<file path="config.mk">
export PLATFORM = sky130hd
export DESIGN_NAME = mem_fill_arbiter
export DESIGN_NICKNAME = d
export VERILOG_FILES = /design/src/rtl/mem_fill_arbiter.sv
export SDC_FILE = /design/constraint.sdc
export NUM_CORES = 1
export LEC_CHECK = 0
export CORE_UTILIZATION = 35
export DETAILED_ROUTE_END_ITERATION = 7
export PLACE_DENSITY = 0.8
export SETUP_SLACK_MARGIN = 0.3
export SYNTH_ARGS = -nofsm -noshare
export SYNTH_HDL_FRONTEND = slang
export SYNTH_SLANG_ARGS = --single-unit
</file>
<file path="constraint.sdc">
create_clock -name clk -period 4.2 [get_ports clk]
set_input_delay 0.42 -clock clk [delete_from_list [all_inputs] [get_ports clk]]
set_output_delay 0.42 -clock clk [all_outputs]
set_load 0.05 [all_outputs]
</file>
<file path="src/rtl/mem_fill_arbiter.sv">
// Serialises main-memory traffic between I-cache fills, D-cache fills and D-side
// write-through stores; fill reads are pipelined and returns are steered by mem_valid.
module mem_fill_arbiter #(
    parameter int ADDR_W = 16,
    parameter int DATA_W = 16,
    parameter int WORDS  = 8,
    localparam int WL    = $clog2(WORDS)
) (
    input  logic              clk,
    input  logic              rst,
    input  logic              icache_miss,
    input  logic [ADDR_W-1:0] icache_miss_addr,
    input  logic              dcache_miss,
    input  logic [ADDR_W-1:0] dcache_miss_addr,
    input  logic              dcache_wr_req,
    input  logic [ADDR_W-1:0] dcache_wr_addr,
    input  logic [DATA_W-1:0] dcache_wr_data,
    output logic              mem_en,
    output logic              mem_wr,
    output logic [ADDR_W-1:0] mem_addr,
    output logic [DATA_W-1:0] mem_wdata,
    input  logic [DATA_W-1:0] mem_rdata,
    input  logic              mem_valid,
    output logic [DATA_W-1:0] fill_data,
    output logic [WL-1:0]     fill_word,
    output logic              fill_we_i,
    output logic              fill_we_d,
    output logic              fill_done_i,
    output logic              fill_done_d,
    output logic              wr_ack,
    output logic              busy
);
    typedef enum logic [1:0] {IDLE, WRITE, FILL} state_e;
    typedef enum logic {SIDE_I = 1'b0, SIDE_D = 1'b1} side_e;

    localparam logic [ADDR_W-1:0] BLK_MASK = ~ADDR_W'(WORDS * 2 - 1);

    state_e            state_q, state_d;
    logic [WL:0]       issue_q, issue_d;
    logic [WL-1:0]     recv_q, recv_d;
    logic [ADDR_W-1:0] base_q, base_d;
    side_e             owner_q, owner_d;
    side_e             last_q, last_d;
    logic [ADDR_W-1:0] waddr_q, waddr_d;
    logic [DATA_W-1:0] wdata_q, wdata_d;

    always_ff @(posedge clk or posedge rst) begin
        if (rst) begin
            state_q <= IDLE;
            issue_q <= '0;
            recv_q  <= '0;
            base_q  <= '0;
            owner_q <= SIDE_I;
            last_q  <= SIDE_I;
            waddr_q <= '0;
            wdata_q <= '0;
        end else begin
            state_q <= state_d;
            issue_q <= issue_d;
            recv_q  <= recv_d;
            base_q  <= base_d;
            owner_q <= owner_d;
            last_q  <= last_d;
            waddr_q <= waddr_d;
            wdata_q <= wdata_d;
        end
    end

    always_comb begin
        state_d     = state_q;
        issue_d     = issue_q;
        recv_d      = recv_q;
        base_d      = base_q;
        owner_d     = owner_q;
        last_d      = last_q;
        waddr_d     = waddr_q;
        wdata_d     = wdata_q;
        mem_en      = 1'b0;
        mem_wr      = 1'b0;
        mem_addr    = '0;
        mem_wdata   = '0;
        fill_data   = '0;
        fill_word   = '0;
        fill_we_i   = 1'b0;
        fill_we_d   = 1'b0;
        fill_done_i = 1'b0;
        fill_done_d = 1'b0;
        wr_ack      = 1'b0;
        busy        = (state_q != IDLE);

        case (state_q)
            IDLE: begin
                if (dcache_wr_req) begin
                    state_d = WRITE;
                    waddr_d = dcache_wr_addr;
                    wdata_d = dcache_wr_data;
                end else if (icache_miss || dcache_miss) begin
                    // On a tie the side that was not served last wins.
                    if (icache_miss && dcache_miss)
                        owner_d = (last_q == SIDE_I) ? SIDE_D : SIDE_I;
                    else
                        owner_d = dcache_miss ? SIDE_D : SIDE_I;
                    base_d  = ((owner_d == SIDE_D) ? dcache_miss_addr : icache_miss_addr) & BLK_MASK;
                    issue_d = '0;
                    recv_d  = '0;
                    state_d = FILL;
                end
            end
            WRITE: begin
                mem_en    = 1'b1;
                mem_wr    = 1'b1;
                mem_addr  = waddr_q;
                mem_wdata = wdata_q;
                wr_ack    = 1'b1;
                state_d   = IDLE;
            end
            FILL: begin
                if (issue_q < (WL + 1)'(WORDS)) begin
                    mem_en   = 1'b1;
                    mem_addr = base_q + ADDR_W'({issue_q[WL-1:0], 1'b0});
                    issue_d  = issue_q + (WL + 1)'(1);
                end
                // Returns are counted independently of issue so any in-order latency works.
                if (mem_valid) begin
                    fill_data = mem_rdata;
                    fill_word = recv_q;
                    fill_we_i = (owner_q == SIDE_I);
                    fill_we_d = (owner_q == SIDE_D);
                    recv_d    = recv_q + WL'(1);
                    if (recv_q == WL'(WORDS - 1)) begin
                        fill_done_i = (owner_q == SIDE_I);
                        fill_done_d = (owner_q == SIDE_D);
                        last_d      = owner_q;
                        state_d     = IDLE;
                    end
                end
            end
            default: state_d = IDLE;
        endcase
    end
endmodule
</file>
==> reports/results.txt <==
Status = complete, no violations
Crit path max fanout = 26
#FFs+latches synth = 55
WP data required = 3.78 ns
Mapped Area = 3050 sq um
Synth area leaders = dfrtp_1 45%, mux2_2 14%, mux2_4 8.9%
Power Total = 0.00294 W
RSZ-0062 raised after global routing = no
Core ar. = 8340 sq um
Post-detailed-routing wire length = 7.61 mm
Gr usage total = 0.173
Fraction of layout cells with a size suffix above 1 = 0.186
Post-Syn Nets = 351
Vias = 2463
CP Cell Sequence = inv_1 -> ha_1 -> buf_4 -> a22oi_1 -> nor2b_1 -> clkdlybuf4s50_1
CTS Hold Bufs = 0
Final min period = 3.17 ns
Final setup TNS = 0 ns
DRT iter0 DRCs = 79
Clock share of power = 0.128
Cells after Synth = 257
Syn avg cell area = 11.9 sq um
Vias per std cell = 5.00
CP startpoint kind = register
Clock Latency Late Sink = 0.31 ns
Type of the most critical hold path = in -> async
Final slew viol count = 0
CP Buf/Inv Count = 3
Rows = 33
Crit end category = output pin
Most used DFF post-synth = dfrtp_1
Layout Nets = 481
Worst-Margin Slew = 0.900 ns
Crit path max-delay family = buffers and inverters
Peak VDD IR = 287 uV
CTS tree = done
Layout Skew = 0.00885 ns
I/O Buffers = 136
Die Width = 95.4 microns
Ys Warns = 0
Final period util = 0.754
Sequential Power Share = 0.308
I/O pins = 145
CP Class = reg -> out
CTS H-Tree Depth = 2
Cell taking the most area after synthesis = dfrtp_1
Largest net degree at the start of global routing = 35
Initial antenna violation count = 0
Count of cell types in the netlist = 38
Switch share = 0.424
First-pass GRT wire length = 12.0 mm
Vias in the first global route = 2574
Fmax achieved = 316 MHz
CP Depth = 6
Post-CTS Resized = 0
Post-DP HPWL = 5.58 mm
Internal cell power = 0.00169 W
Crit-path max cell delay = 0.82 ns
Layout area overhead = 51.1%
Critical path arrival = 2.75 ns
Drt pass-1 iters = 4
Initial Util = 0.366
Max_cap viols = 0
DRT antenna net count = 0
Die footprint = 9090 sq um
Seq/Total Area, Yosys = 0.451
DRC = 0
Global route total overflow = 0
Number of flops mapped to enable cells by yosys = 0
Switching pwr = 0.00125 W
Die Span Y = 95.4 microns
Leakage = 1.99 nW
Yosys top cell area share = 0.451
Pwr/cell area = 638 nW/um^2
Final GP Congestion = 0.776
CTS root buf = clkbuf_8
TritonCTS Buffers = 5
Async set-or-reset flop fraction in the synthesized netlist = 1.00
Wire per inst = 15.4 microns
Max clock buf depth = 2
CP max stage cell = clkdlybuf4s50_1
Antenna Cells = 0
Fin. Hold Viols = 0
# setup viols final = 0
Worst-path clk slew = 0.10 ns
Slew headroom = 0.400
Combinational power share = 0.564
# Post-CTS Setup Buffers = 0
R2r worst-path depth = 5
Clk sinks = 55
[power groups by stage]
stage	logic, W	registers [W]	clock network, W
after floorplan	0.00121	0.000870	0
after global placement	0.00164	0.000899	0
after detailed placement	0.00167	0.000914	0
after CTS	0.00168	0.000904	0.000391
after global routing	0.00177	0.000936	0.000410
final	0.00166	0.000906	0.000377
[stage by stage]
step	cells	area (sq um)	setup slack, ns	utilization	hold slack, ns
finish	493	4610	1.03	0.553	0.430
global placement	485	4490	1.34	0.538	0.477
global route	493	4610	0.888	0.553	0.462
detailed placement	485	4490	1.25	0.538	0.481
floorplan	257	3050	1.56	-	0.459
CTS	493	4610	1.00	0.553	0.437
[path summary, 6_finish.rpt]
path / start / endpoint / slack, ns
setup / recovery: state_q[1] / mem_addr[9] / 1.03
hold / removal: rst / wdata_q[9] / 0.43
setup reg to reg: state_q[0] / base_q[5] / 2.12
hold reg to reg: base_q[15] / base_q[15] / 0.50
max in group asynchronous: rst / base_q[5] / 2.96
min in group clk: base_q[15] / base_q[15] / 0.50
[synthesized netlist by cell type, types with 3 or more instances]
library cell / number
dfrtp_1: 55
inv_1: 7
o21ai_0: 3
clkbuf_1: 10
a22oi_1: 15
mux2_4: 18
buf_2: 4
mux2_2: 38
a22o_1: 3
and2_1: 16
nand2b_1: 3
and3_1: 23
ha_1: 8
nand3_1: 5
nor2_1: 4
nor2b_1: 18
nand2_1: 3
[per-layer routing]
| metal | part of all wire | wire, microns | GRT usage |
|---|---|---|---|
| met1 | 0.42 | 3170 | 0.203 |
| met3 | 0.059 | 446 | 0.0415 |
| met5 | 0 | 0 | 0 |
| met2 | 0.51 | 3900 | 0.309 |
| met4 | 0.012 | 94 | 0.0505 |
[logic make-up (layout without fill, tap and decap cells)]
group	count (synthesis)	count (layout)	synth area share
DFF	55	55	0.451
adders and majority gates	8	8	0.0328
muxes	57	57	0.233
buffers and inverters	25	156	0.0390
AOI/OAI and AO/OA	34	34	0.0907
and+or+nand+nor	78	78	0.154
[flip-flops by register name, summed over array words and instances (netlist names)]
name / cells
last_q: 1
issue_q: 4
recv_q: 3
base_q: 12
wdata_q: 16
waddr_q: 16
state_q: 2
owner_q: 1
[area by class of cell]
type                    instances  area, sq um
clock inverters                 2         38.8
multi-input cells             177         1560
repair buffers                141         1400
fillers                       714         3730
flip-flops and latches         55         1380
well taps                     105          131
inverters                       7         26.3
clock buffers                   6         82.6
[layout by cell type (no fill, tap or decap), types with 6 or more instances in the layout]
master	netlist	final
mux2_2	38	38
clkdlybuf4s50_1	0	136
nor2b_1	18	18
clkbuf_8	0	6
ha_1	8	8
and3_1	23	23
and2_1	16	16
mux2_4	18	18
dfrtp_1	55	55
a22oi_1	15	15
inv_1	7	6
Power figures use the tool's default switching activity.
